**src/rtl/motion_bbox.sv**
```systemverilog
// Motion bounding-box accumulator.
// Gathers the min/max coordinates and the number of foreground pixels over one frame of
// the binary motion mask, then publishes the result through a valid/ready handshake.
// Optional feature macro: BBOX_OVERLAY_EN adds the ovl_pix overlay output.
module motion_bbox #(
  parameter int unsigned H_ACTIVE  = 640,
  parameter int unsigned V_ACTIVE  = 480,
  parameter int unsigned MIN_COUNT = 16
) (
  input  logic        clk,
  input  logic        rst_n,
  input  logic [10:0] hpos,
  input  logic [10:0] vpos,
  input  logic        in_pix,
  input  logic        box_ready,
  output logic        box_valid,
  output logic        box_found,
  output logic [10:0] box_x0,
  output logic [10:0] box_x1,
  output logic [10:0] box_y0,
  output logic [10:0] box_y1,
  output logic [19:0] box_count,
  output logic        overrun
`ifdef BBOX_OVERLAY_EN
  ,
  output logic        ovl_pix
`endif
);

  typedef enum logic [1:0] {StIdle, StAccum, StPublish} state_e;

  state_e      state_q, state_d;
  logic [10:0] acc_x0_q, acc_x0_d, acc_x1_q, acc_x1_d;
  logic [10:0] acc_y0_q, acc_y0_d, acc_y1_q, acc_y1_d;
  logic [19:0] acc_count_q, acc_count_d;

  logic        valid_q, valid_d;
  logic        found_q, found_d;
  logic [10:0] x0_q, x0_d, x1_q, x1_d, y0_q, y0_d, y1_q, y1_d;
  logic [19:0] count_q, count_d;
  logic        overrun_q, overrun_d;

  logic active, frame_start, frame_last, accumulate, publish, found_now;

  assign active      = (hpos < 11'(H_ACTIVE)) && (vpos < 11'(V_ACTIVE));
  assign frame_start = (hpos == 11'd0) && (vpos == 11'd0);
  assign frame_last  = (hpos == 11'(H_ACTIVE - 1)) && (vpos == 11'(V_ACTIVE - 1));
  assign publish     = (state_q == StPublish);
  assign found_now   = (acc_count_q >= 20'(MIN_COUNT));

  // Frame FSM and bounding-box accumulators.
  always_comb begin
    state_d     = state_q;
    acc_x0_d    = acc_x0_q;
    acc_x1_d    = acc_x1_q;
    acc_y0_d    = acc_y0_q;
    acc_y1_d    = acc_y1_q;
    acc_count_d = acc_count_q;
    accumulate  = 1'b0;
    unique case (state_q)
      StIdle: begin
        // Only a frame seen from its very first pixel is ever published.
        if (frame_start) begin
          accumulate = 1'b1;
          state_d    = frame_last ? StPublish : StAccum;
        end
      end
      StAccum: begin
        accumulate = 1'b1;
        if (frame_last) state_d = StPublish;
      end
      StPublish: begin
        state_d     = StIdle;
        acc_x0_d    = '1;
        acc_x1_d    = '0;
        acc_y0_d    = '1;
        acc_y1_d    = '0;
        acc_count_d = '0;
      end
      default: state_d = StIdle;
    endcase
    if (accumulate && active && in_pix) begin
      if (hpos < acc_x0_q) acc_x0_d = hpos;
      if (hpos > acc_x1_q) acc_x1_d = hpos;
      if (vpos < acc_y0_q) acc_y0_d = vpos;
      if (vpos > acc_y1_q) acc_y1_d = vpos;
      if (acc_count_q != '1) acc_count_d = acc_count_q + 20'd1;
    end
  end

  // Result registers and valid/ready handshake.
  always_comb begin
    valid_d   = valid_q;
    found_d   = found_q;
    x0_d      = x0_q;
    x1_d      = x1_q;
    y0_d      = y0_q;
    y1_d      = y1_q;
    count_d   = count_q;
    overrun_d = overrun_q;
    if (publish) begin
      valid_d = 1'b1;
      found_d = found_now;
      x0_d    = found_now ? acc_x0_q : 11'd0;
      x1_d    = found_now ? acc_x1_q : 11'd0;
      y0_d    = found_now ? acc_y0_q : 11'd0;
      y1_d    = found_now ? acc_y1_q : 11'd0;
      count_d = acc_count_q;
      // Overwriting a result nobody has taken yet is sticky until reset.
      if (valid_q && !box_ready) overrun_d = 1'b1;
    end else if (valid_q && box_ready) begin
      valid_d = 1'b0;
    end
  end

  // State registers with synchronous active-low reset.
  always_ff @(posedge clk) begin
    if (!rst_n) begin
      state_q     <= StIdle;
      acc_x0_q    <= '1;
      acc_x1_q    <= '0;
      acc_y0_q    <= '1;
      acc_y1_q    <= '0;
      acc_count_q <= '0;
      valid_q     <= 1'b0;
      found_q     <= 1'b0;
      x0_q        <= '0;
      x1_q        <= '0;
      y0_q        <= '0;
      y1_q        <= '0;
      count_q     <= '0;
      overrun_q   <= 1'b0;
    end else begin
      state_q     <= state_d;
      acc_x0_q    <= acc_x0_d;
      acc_x1_q    <= acc_x1_d;
      acc_y0_q    <= acc_y0_d;
      acc_y1_q    <= acc_y1_d;
      acc_count_q <= acc_count_d;
      valid_q     <= valid_d;
      found_q     <= found_d;
      x0_q        <= x0_d;
      x1_q        <= x1_d;
      y0_q        <= y0_d;
      y1_q        <= y1_d;
      count_q     <= count_d;
      overrun_q   <= overrun_d;
    end
  end

  assign box_valid = valid_q;
  assign box_found = found_q;
  assign box_x0    = x0_q;
  assign box_x1    = x1_q;
  assign box_y0    = y0_q;
  assign box_y1    = y1_q;
  assign box_count = count_q;
  assign overrun   = overrun_q;

`ifdef BBOX_OVERLAY_EN
  logic ovl_q, ovl_d, on_vert, on_horz;

  // Draw the 1-pixel border of the last published box (only if it was found) over the mask.
  always_comb begin
    on_vert = ((hpos == x0_q) || (hpos == x1_q)) && (vpos >= y0_q) && (vpos <= y1_q);
    on_horz = ((vpos == y0_q) || (vpos == y1_q)) && (hpos >= x0_q) && (hpos <= x1_q);
    ovl_d   = active && (in_pix || (found_q && (on_vert || on_horz)));
  end

  // Overlay output register.
  always_ff @(posedge clk) begin
    if (!rst_n) ovl_q <= 1'b0;
    else        ovl_q <= ovl_d;
  end

  assign ovl_pix = ovl_q;
`endif

endmodule

```
**config.mk**
```make
export PLATFORM = sky130hd
export DESIGN_NAME = motion_bbox
export DESIGN_NICKNAME = d
export VERILOG_FILES = /design/src/rtl/motion_bbox.sv
export SDC_FILE = /design/constraint.sdc
export NUM_CORES = 1
export LEC_CHECK = 0
export CAP_MARGIN = 20
export CORE_ASPECT_RATIO = 0.7
export CORE_MARGIN = 2
export CORE_UTILIZATION = 40
export DETAILED_ROUTE_END_ITERATION = 8
export HOLD_SLACK_MARGIN = 0.1
export SLEW_MARGIN = 20
export SYNTH_ARGS = -nofsm -noshare
export SYNTH_HDL_FRONTEND = slang
export SYNTH_SLANG_ARGS = --single-unit
```
**constraint.sdc**
```tcl
create_clock -name clk -period 5.2 [get_ports clk]
set_input_delay 1.04 -clock clk [delete_from_list [all_inputs] [get_ports clk]]
set_output_delay 1.04 -clock clk [all_outputs]
set_load 0.05 [all_outputs]
```
# After elaboration in Yosys (flattened, before gate mapping)

Cells that the tools add are included.

Bits in registers: 133
Latch bits: 0
Bits in writable memories: 0
ROM bits: 0
Bits of input ports: 26
Output and inout port bits: 67
Memories: 0

Add/sub/neg operators: 1
$mul: 0
Div/mod/pow operators: 0
Magnitude comparators: 7
Equality and inequality tests: 7
Shift-type cells: 0
Mux-type cells: 27
Bitwise operators: 0
Reduce and logical (&&, ||, !) cells: 14

Operator list:

| operator              | count |
|---|---|
| $mux 11               | 16 |
| $mux 20               | 3 |
| $gt 11x11->1          | 2 |
| $logic_not 11->1      | 2 |
| $lt 11x11->1          | 2 |
| $add 20x1->20 const B | 1 |
| $ge 20x5->1 const B   | 1 |
| $ne 20x20->1 const B  | 1 |
| $eq 11x10->1 const B  | 1 |
| $eq 11x9->1 const B   | 1 |
| $lt 11x10->1 const B  | 1 |
| $lt 11x9->1 const B   | 1 |
| $logic_and 1x1->1     | 7 |
| $mux 2                | 3 |
| $ne 2x2->1 const B    | 2 |
| $pmux 2 s2            | 1 |
| $reduce_and 2->1      | 2 |
| $mux 1                | 3 |
| $eq 2x1->1 const B    | 1 |
| $eq 2x2->1 const B    | 1 |
| $logic_not 2->1       | 1 |
| $pmux 1 s2            | 1 |
| $reduce_bool 2->1     | 1 |
| $logic_not 1->1       | 1 |

# Depth between registers and ports, before layout

Depth after elaboration: 7
Mapped depth: 9
Depth with buffers taken out: 8

# Worst setup path before layout

OpenSTA, ideal clock, no wires.

Path kind: input to register
Start point: input port hpos[10]
End point: register acc_count_q[15]
Library setup time: 129 ps
Arrival: 2,610 ps
Required time: 5,071 ps
Setup slack: 2,461 ps
Cell stages on the path: 7
Buffers on the path: 1
Cell sequence: nor3_1 > o2111a_1 > a21boi_0 > a21oi_1 > buf_2 > o21ai_0 > o21ai_0

Longest elaborated chain between the ends: 7
Elaborated cells between the ends (all ways): 9

RTL lines:

| what                                                                 | line | source |
|---|---|---|
| from (decl)                                                          | 12   | `input logic [10:0] hpos,` |
| parallel branches: the longest is 4 deep, another holds $lt 11x10->1 | --   |  |
| $logic_and 1x1->1 * (2 in a row)                                     | 82   | `if (accumulate && active && in_pix) begin` |
| $mux 20 *                                                            | 82   |  |
| to (signal assigned)                                                 | 139  | `acc_count_q <= acc_count_d;` |
| to (decl)                                                            | 35   | `logic [19:0] acc_count_q, acc_count_d;` |

Every way passes the cells marked *.
A chain may end at the register's enable or synchronous reset.

# Worst setup path after layout

Start point: input port vpos[1]
End point: register acc_count_q[10]

Longest elaborated chain between the ends: 7
Elaborated cells between the ends (all ways): 9

RTL lines:

| what                                                                | line | source |
|---|---|---|
| from (decl)                                                         | 13   | `input logic [10:0] vpos,` |
| parallel branches: the longest is 4 deep, another holds $lt 11x9->1 | --   |  |
| $logic_and 1x1->1 * (2 in a row)                                    | 82   |  |
| $mux 20 *                                                           | 82   |  |

Marked as above.

==> results.txt <==
status: finished, final reports clean
total core area: 15400 sq um
Hold Startpoint: box_count[7]
H-tree depth: 4
PD cells: 313 nW/um^2
cts hold-fix bufs: 0
gr ovfl total: 0
DR iter-0 viols: 425
Synth Net Count: 804
Total Negative Setup Slacks: 0 ps
Hold Worst Slack: 452 ps
vias: 5672
Crit Path Class: input pin to register
Seq/Total Area, Yosys: 42.8%
register-to-register setup slack: 2530 ps
crit path DAT: 3850 ps
Crit Path Max Fanout: 11
Placed Cells: 985
DR vias/cell: 5.58
Setup violations, final: 0
Peak Freq: 0.286 GHz
clk sink count: 133
drt wl/cell: 16.5 microns
Max-slew headroom: 34.8%
Worst R2R Path Depth: 7
ys async rst share: 0%
static leakage: 2.94 nW
sw power: 0.530 mW
synth warn: 0
HP Class: register to register
RSZ-0062 raised after global routing: false
Site Rows: 38
hold path depth: 2
Seq pwr share: 40.8%
post-route insts no fill: 1017
DRC: 0
# nets final: 874
Pwr Total: 2.50 mW
Worst Setup End Kind: register
antenna-violating nets left: 0
Clk pwr share: 55.1%
synthesized area per cell: 8.48 sq um
first-pass GRT wire length: 27400 microns
Main synth FF type: dfxtp_1
PostCTS Resize Cnt: 0
vias in the first global route: 5371
r2r startpoint: acc_count_q[1]
FF+latch count, synth: 133
Total Wirelength: 16800 microns
GPL Wtd Cong: 0.829
clock buffers created by TritonCTS: 17
DP Wirelength: 11200 microns
Final Cycle Share: 67.2%
first drt pass iteration count: 5
leading cell type in the layout, fill and taps excluded: dfxtp_1
Area growth, synth to finish: 28.1%
initial antenna violation count: 0
die area: 16600 sq um
crit path time final: 3490 ps
Starting Density: 40.5%
Die Y: 108 microns
hold violation count in the final report: 0
fill count: 1432
worst vdd ir: 0.215 mV
Ports: 93
clk buf depth: 2
clk_skew: 7.14 ps
CTS tree: done
layout cell share with drive strength beyond 1: 6.36%
Post-synth EDFFs: 0
Setup crit start kind: input pin
Gate power share: 4.1%
library cells used by synthesis: 54
most frequent cells in the layout: dfxtp_1 (133), clkdlybuf4s50_1 (92), nand2_1 (79)
Required @ worst endpoint: 5550 ps
MaxCap Viol Count: 0
ANT cells: 0
max-slew violations: 0
largest net degree at the start of global routing: 92
clock slew at reported path FFs: 60 ps
reg-to-reg endpoint: acc_count_q[15]
Clock Tree Root: clkbuf_16
I/O Buffers: 92
synthesized area: 6220 sq um
Hold Crit Endpoint: box_count[7]
worst-skew pair later-pin latency: 430 ps
worst-margin pin slew: 978 ps
Post-CTS Setup Bufs: 0
Power Internal: 1.97 mW
Net Sw Frac: 21.2%
GRT Resource Usage Total: 20.7%
Synth Instances: 734
Die X-Extent: 153 microns
## kinds of logic after synthesis
family,share of synthesized area [%]
and+or+nand+nor,19.3
AOI/OAI and AO/OA,20.4
DFF,42.8
buffers and inverters,6.19
adders and majority gates,8.85
muxes,1.61
xor gates and xnor gates,0.845
## Yosys cell counts (3+ instances only)
cell type,instances,area (sq um)
o41a_1,9,101
o2111ai_1,8,70.1
xor2_1,3,26.3
nand4_1,14,87.6
nor4_1,18,113
nor3_1,13,65.1
ha_1,44,551
nor2_1,69,259
a21o_1,11,82.6
or3_1,9,56.3
nand2_1,80,300
xnor2_1,3,26.3
a21oi_1,61,305
clkbuf_1,37,139
buf_2,7,35.0
mux2i_1,10,100
nand3_1,33,165
inv_1,52,195
dfxtp_1,133,2660
nor2b_1,3,18.8
o21ai_1,3,15.0
o41ai_1,8,70.1
a22oi_1,44,330
o21ai_0,26,130
## metrics by stage
| stage | worst slack [ps] | util, % | cell area (sq um) |
|---|---|---|---|
| floorplan | 2460 | - | 6220 |
| global placement | 1280 | 47.5 | 7290 |
| detailed placement | 1140 | 47.5 | 7290 |
| CTS | 1570 | 51.8 | 7960 |
| global route | 1540 | 51.9 | 7970 |
| finish | 1710 | 51.9 | 7970 |
## sequential cells by signal (all words and copies together), names as in the netlist
| signal | cells |
|---|---|
| acc_x1_q | 11 |
| box_count | 20 |
| overrun | 1 |
| box_y0 | 11 |
| acc_y1_q | 11 |
| acc_y0_q | 11 |
| box_found | 1 |
| state_q | 2 |
| box_y1 | 11 |
| box_valid | 1 |
| acc_count_q | 20 |
| box_x1 | 11 |
| box_x0 | 11 |
| acc_x0_q | 11 |
## layout make-up
cell class	count	area [sq um]	share of cell area, %
tap	200	250	3.14
multi-input combinational	502	3220	40.3
sequential	133	2660	33.4
clock buffer	19	443	5.56
inverter	52	195	2.45
clock inverter	13	228	2.86
timing repair buffer	98	978	12.3
## critical path, cell delays in order
cell             delay (ps)
clkdlybuf4s50_1         590
nor4_1                  360
nand4_1                 220
o32ai_4                 590
nand3_1                 480
or3_1                   490
o21ai_0                  70
## worst max path at each step
stage	slack, ps	start	cells past startpoint	to
after global routing	1540	hpos[6]	7	acc_count_q[10]
after detailed placement	1140	hpos[6]	7	acc_y1_q[6]
after floorplan	2460	hpos[10]	7	acc_count_q[15]
after global placement	1280	hpos[9]	7	acc_y1_q[3]
after CTS	1570	hpos[6]	7	acc_y1_q[6]
final	1710	vpos[1]	7	acc_count_q[10]
## metal layers
layer  wire (microns)  vias up  GRT usage, %
li1                 -     2776             -
met1             8360     2702          29.1
met2             7180      174          30.6
met3              999       20          5.53
met4              243        0          6.94
met5                0        -             0
## power by group through the flow
| stage | clock (mW) | combinational [mW] | sequential, mW |
|---|---|---|---|
| after floorplan | 0 | 0.0490 | 1.04 |
| after CTS | 1.40 | 0.101 | 1.02 |
| after global placement | 0 | 0.0983 | 1.04 |
| after global routing | 1.45 | 0.113 | 1.02 |
| after detailed placement | 0 | 0.101 | 1.04 |
| final | 1.38 | 0.103 | 1.02 |
Power figures use the tool's default switching activity.
